==> src/rtl/mem_arbiter.sv <==
// mem_arbiter
//   Two-requester arbiter (instruction fetch and load/store) in front of a
//   single memory port with one-cycle read latency. The grant is
//   combinational. A registered owner tag records whose read is in flight,
//   so that the memory read data the following cycle goes to that requester.
//
//   Optional feature macro: MEM_ARBITER_RR_EN
//     undefined : fixed priority; on contention ls wins and if stalls
//     defined   : 1-bit round-robin pointer picks the winner on contention
//
// Parameters
//   ADDR_W : byte address width
//   DATA_W : data width (strobe width DATA_W/8)
//
// Ports
//   clk, reset                  : clock (rising edge), async active-high reset
//   if_req_i, if_addr_i         : fetch read request
//   if_gnt_o                    : fetch accepted this cycle
//   if_rvalid_o, if_rdata_o     : fetch read response
//   ls_req_i, ls_addr_i,
//   ls_we_i, ls_wdata_i,
//   ls_strb_i                   : load/store request
//   ls_gnt_o                    : load/store accepted this cycle
//   ls_rvalid_o, ls_rdata_o     : load read response
//   mem_addr_o, mem_wdata_o,
//   mem_strb_o, mem_we_o        : shared memory request
//   mem_rdata_i                 : memory read data, one cycle after request
//
// Owner FSM
//   state | meaning
//   IDLE  | no read response due this cycle
//   RD_IF | memory read data this cycle belongs to fetch
//   RD_LS | memory read data this cycle belongs to load/store

module mem_arbiter #(
  parameter int ADDR_W = 32,
  parameter int DATA_W = 32
) (
  input  logic                clk,
  input  logic                reset,

  input  logic                if_req_i,
  input  logic [ADDR_W-1:0]   if_addr_i,
  output logic                if_gnt_o,
  output logic                if_rvalid_o,
  output logic [DATA_W-1:0]   if_rdata_o,

  input  logic                ls_req_i,
  input  logic [ADDR_W-1:0]   ls_addr_i,
  input  logic                ls_we_i,
  input  logic [DATA_W-1:0]   ls_wdata_i,
  input  logic [DATA_W/8-1:0] ls_strb_i,
  output logic                ls_gnt_o,
  output logic                ls_rvalid_o,
  output logic [DATA_W-1:0]   ls_rdata_o,

  output logic [ADDR_W-1:0]   mem_addr_o,
  output logic [DATA_W-1:0]   mem_wdata_o,
  output logic [DATA_W/8-1:0] mem_strb_o,
  output logic                mem_we_o,
  input  logic [DATA_W-1:0]   mem_rdata_i
);

  typedef enum logic [1:0] {
    IDLE  = 2'd0,
    RD_IF = 2'd1,
    RD_LS = 2'd2
  } owner_e;

  owner_e owner_q, owner_d;
  logic   if_rvalid_q, if_rvalid_d;
  logic   ls_rvalid_q, ls_rvalid_d;
  logic   ls_wins;
  logic   if_gnt, ls_gnt;

`ifdef MEM_ARBITER_RR_EN
  // rr_q = 0 favours fetch, 1 favours load/store
  logic   rr_q, rr_d;
  assign ls_wins = rr_q;
`else
  assign ls_wins = 1'b1;
`endif

  // Grants are masked by reset so nothing is sampled while it is asserted.
  always_comb begin
    if_gnt = ~reset & if_req_i & (~ls_req_i | ~ls_wins);
    ls_gnt = ~reset & ls_req_i & (~if_req_i | ls_wins);
  end

  always_comb begin
    owner_d = IDLE;
    if (ls_gnt) begin
      owner_d = ls_we_i ? IDLE : RD_LS;
    end else if (if_gnt) begin
      owner_d = RD_IF;
    end
    if_rvalid_d = (owner_d == RD_IF);
    ls_rvalid_d = (owner_d == RD_LS);
  end

`ifdef MEM_ARBITER_RR_EN
  // Only a contended grant moves the pointer; it then favours the loser.
  always_comb begin
    rr_d = rr_q;
    if (if_gnt && ls_req_i) begin
      rr_d = 1'b1;
    end else if (ls_gnt && if_req_i) begin
      rr_d = 1'b0;
    end
  end

  always_ff @(posedge clk or posedge reset) begin
    if (reset) begin
      rr_q <= 1'b0;
    end else begin
      rr_q <= rr_d;
    end
  end
`endif

  always_ff @(posedge clk or posedge reset) begin
    if (reset) begin
      owner_q     <= IDLE;
      if_rvalid_q <= 1'b0;
      ls_rvalid_q <= 1'b0;
    end else begin
      owner_q     <= owner_d;
      if_rvalid_q <= if_rvalid_d;
      ls_rvalid_q <= ls_rvalid_d;
    end
  end

  assign if_gnt_o    = if_gnt;
  assign ls_gnt_o    = ls_gnt;

  assign mem_addr_o  = ls_gnt ? ls_addr_i : (if_gnt ? if_addr_i : '0);
  assign mem_we_o    = ls_gnt & ls_we_i;
  assign mem_wdata_o = ls_gnt ? ls_wdata_i : '0;
  assign mem_strb_o  = ls_gnt ? ls_strb_i : '0;

  // Read data is steered only to the owner of the in-flight read.
  assign if_rvalid_o = if_rvalid_q;
  assign ls_rvalid_o = ls_rvalid_q;
  assign if_rdata_o  = if_rvalid_q ? mem_rdata_i : '0;
  assign ls_rdata_o  = ls_rvalid_q ? mem_rdata_i : '0;

endmodule

==> config.mk <==
export PLATFORM = sky130hd
export DESIGN_NAME = mem_arbiter
export DESIGN_NICKNAME = d
export VERILOG_FILES = /design/src/rtl/mem_arbiter.sv
export SDC_FILE = /design/constraint.sdc
export NUM_CORES = 1
export LEC_CHECK = 0
export ABC_AREA = 1
export BUFFER_PORTS_ARGS = -buffer_cell sky130_fd_sc_hd__buf_2
export CORE_AREA = 2 2 108 110
export CTS_CLUSTER_DIAMETER = 150
export DETAILED_ROUTE_END_ITERATION = 10
export DIE_AREA = 0 0 110 112
export GPL_TIMING_DRIVEN = 0
export PLACE_DENSITY_LB_ADDON = 0.3
export SYNTH_ARGS = -nofsm -noshare
export SYNTH_HDL_FRONTEND = slang
export SYNTH_SLANG_ARGS = --single-unit
==> constraint.sdc <==
create_clock -name clk -period 2.6 [get_ports clk]
set_input_delay 0.26 -clock clk [delete_from_list [all_inputs] [get_ports clk]]
set_output_delay 0.26 -clock clk [all_outputs]
set_load 0.02 [all_outputs]
==> results_dict.tcl <==
set metrics [dict create \
    place_congestion 0.712 \
    synthArstFlopShare 1.00 \
    max_cap_viol_count 0 \
    combPwrFrac 0.611 \
    synth_seq_cells 2 \
    design_area_sq_um 2980 \
    synth_top_area_frac 0.357 \
    synth_area_leaders "nand2_1 (36%), inv_1 (28%), nand3_1 (12%), nor2_1 (11%), dfrtp_1 (3.7%)" \
    drc 0 \
    total_power_mw 0.683 \
    cts_sinks 2 \
    synth_top_area_cell "nand2_1" \
    antenna_cells 0 \
    path_max_fanout 10 \
    antenna_found_initial 0 \
    ant_nets 0 \
    drt_wl_total_um 6880 \
    dpl_cell_area_sq_um 2900 \
    placementRows 39 \
    worst_path_most_repeated_cell "buf_2" \
    die_h_um 112 \
    startpoint "reset" \
    p_switching_mw 0.287 \
    crit_path_start_kind "input pin" \
    cts_buffers 3 \
    hold_viol_final 0 \
    wire_per_inst_um 9.20 \
    whs_ps 220 \
    initial_utilization 0.121 \
    p_seq_frac 0.052 \
    overflow 0 \
    drt_iter0_markers 75 \
    p_leak_nw 2.61 \
    rsz0062_at_grt "false" \
    final_nets 744 \
    relSlewSlack 0.675 \
    worstSetupEndpointType "output pin" \
    coreArea_sq_um 11200 \
    cp_top_family "buffers and inverters" \
    crit_type "in -> out" \
    hp-class "in -> reg" \
    period_share 0.818 \
    netlist_area_sq_um 1360 \
    grt_usage 0.0983 \
    ys.flop_type "dfrtp_1" \
    ctsResizeCount 0 \
    io_pins 274 \
    grt_pass1_vias 2194 \
    grt_pass1_wl_um 9880 \
    endpoint "mem_addr_o[11]" \
    grt_max_degree 11 \
    required_ps 2340 \
    cts_tree "done" \
    fmax_mhz 470 \
    synth_most_common_cell "nand2_1" \
    clk_transition_reported_paths_ps 30 \
    yosys_warnings 0 \
    setup_viol 0 \
    irDropWorstVdd_uv 166 \
    power.clock.fraction 0.337 \
    viasPerCell 3.54 \
    worst_pin_slew_ps 487 \
    port_buffers 272 \
    p_sw_frac 0.420 \
    stdcell_count 748 \
    status "complete, no violations" \
    dieArea_sq_um 12300 \
    clk_path_buf_depth 2 \
    synth_edf_count 0 \
    synth_cells 329 \
    dp_cells 744 \
    drtPass1Iterations 4 \
    timing.final.crit_period_ps 2130 \
    dp_hpwl_um 5990 \
    slew_violations 0 \
    area_delta_synth_final_pct 120 \
    max_stage_delay_ps 540 \
    internal-power_mw 0.396 \
    htreeDepth 1 \
    finalSetupTns_ps 0 \
    crit_slowest_cell "dlygate4sd3_1" \
    num_vias 2648 \
    cts_setup_buffers 0 \
    crit_buf_inv 4 \
    cp.depth 7 \
    powerDensity_nw_per_um2 229 \
    worstPathCellList "dlygate4sd3_1 -> buf_2 -> nor2_1 -> buf_2 -> nand3_1 -> nand2_1 -> buf_2" \
    clockRootBuffer "clkbuf_16" \
    synth_nets 466 \
    die_w_um 110 \
    arrival_ps 1870 \
    synth_common_cells "nand2_1 (129), inv_1 (102), nor2_1 (41)" \
    yosysSeqAreaShare 0.0369 \
    drive_above_1_share 0.474 \
    avgSynthCellArea_sq_um 4.12 \
    yosysUniqueCellTypes 11 \
]
## worst min-delay path by stage
stage | startpoint | end | slack (ps) | depth (start not counted)
detailed placement | reset | if_rvalid_o | 170 | 2
global route | ls_we_i | ls_rvalid_o | 230 | 2
floorplan | reset | if_rvalid_o | 9 | 1
global placement | reset | if_rvalid_o | 170 | 2
CTS | ls_we_i | ls_rvalid_o | 230 | 2
finish | ls_we_i | ls_rvalid_o | 220 | 2
## routing by layer
layer / track usage / part of all wire / up-vias
met5: 0 / 0 / -
met4: 0.00506 / 0.00044 / 0
met3: 0.0234 / 0.11 / 2
met2: 0.195 / 0.50 / 152
met1: 0.107 / 0.39 / 1045
li1: - / - / 1449
## cell families (layout without fill, tap and decap cells)
group | after synthesis | in the layout | synth area share
AND/OR/NAND/NOR | 203 | 203 | 0.597
flip-flops | 2 | 2 | 0.0369
buffers and inverters | 124 | 400 | 0.366
## power by group through the flow
stage	Sequential (mW)	Combinational, mW	Clock (mW)
detailed placement	0.0358	0.420	0
floorplan	0.0358	0.215	0
finish	0.0352	0.418	0.230
global placement	0.0356	0.422	0
global route	0.0356	0.462	0.241
CTS	0.0354	0.423	0.234
## cell type report
cell class	instances	area [sq um]
clock buffer	3	75.1
inverter	104	390
fill	1322	8190
multi-input combinational	203	810
tap	143	179
sequential	2	50.0
buffer	20	105
timing repair buffer	273	1370
## timing repair
item                                    4_1_cts  5_1_grt
endpoints found under the hold margin         2        0
endpoints found under the setup margin        0        0
hold buffers                                  1        0
## state kept, by name (all words and copies together), names as in the netlist
register	count
if_rvalid_o	1
ls_rvalid_o	1
## layout by cell type (no fill, tap or decap), drive strengths merged
master and count:
nand2 129, dlygate4sd3 1, inv 104, clkbuf 12
dfrtp 2, nor2 42, buf 283, nand3 32
## metrics by stage
stage | worst slack (ps) | utilization
after CTS | 396 | 0.267
final | 473 | 0.267
after global placement | 957 | 0.259
after floorplan | 1330 | -
after detailed placement | 959 | 0.259
after global routing | 264 | 0.267
Power figures use the tool's default switching activity.
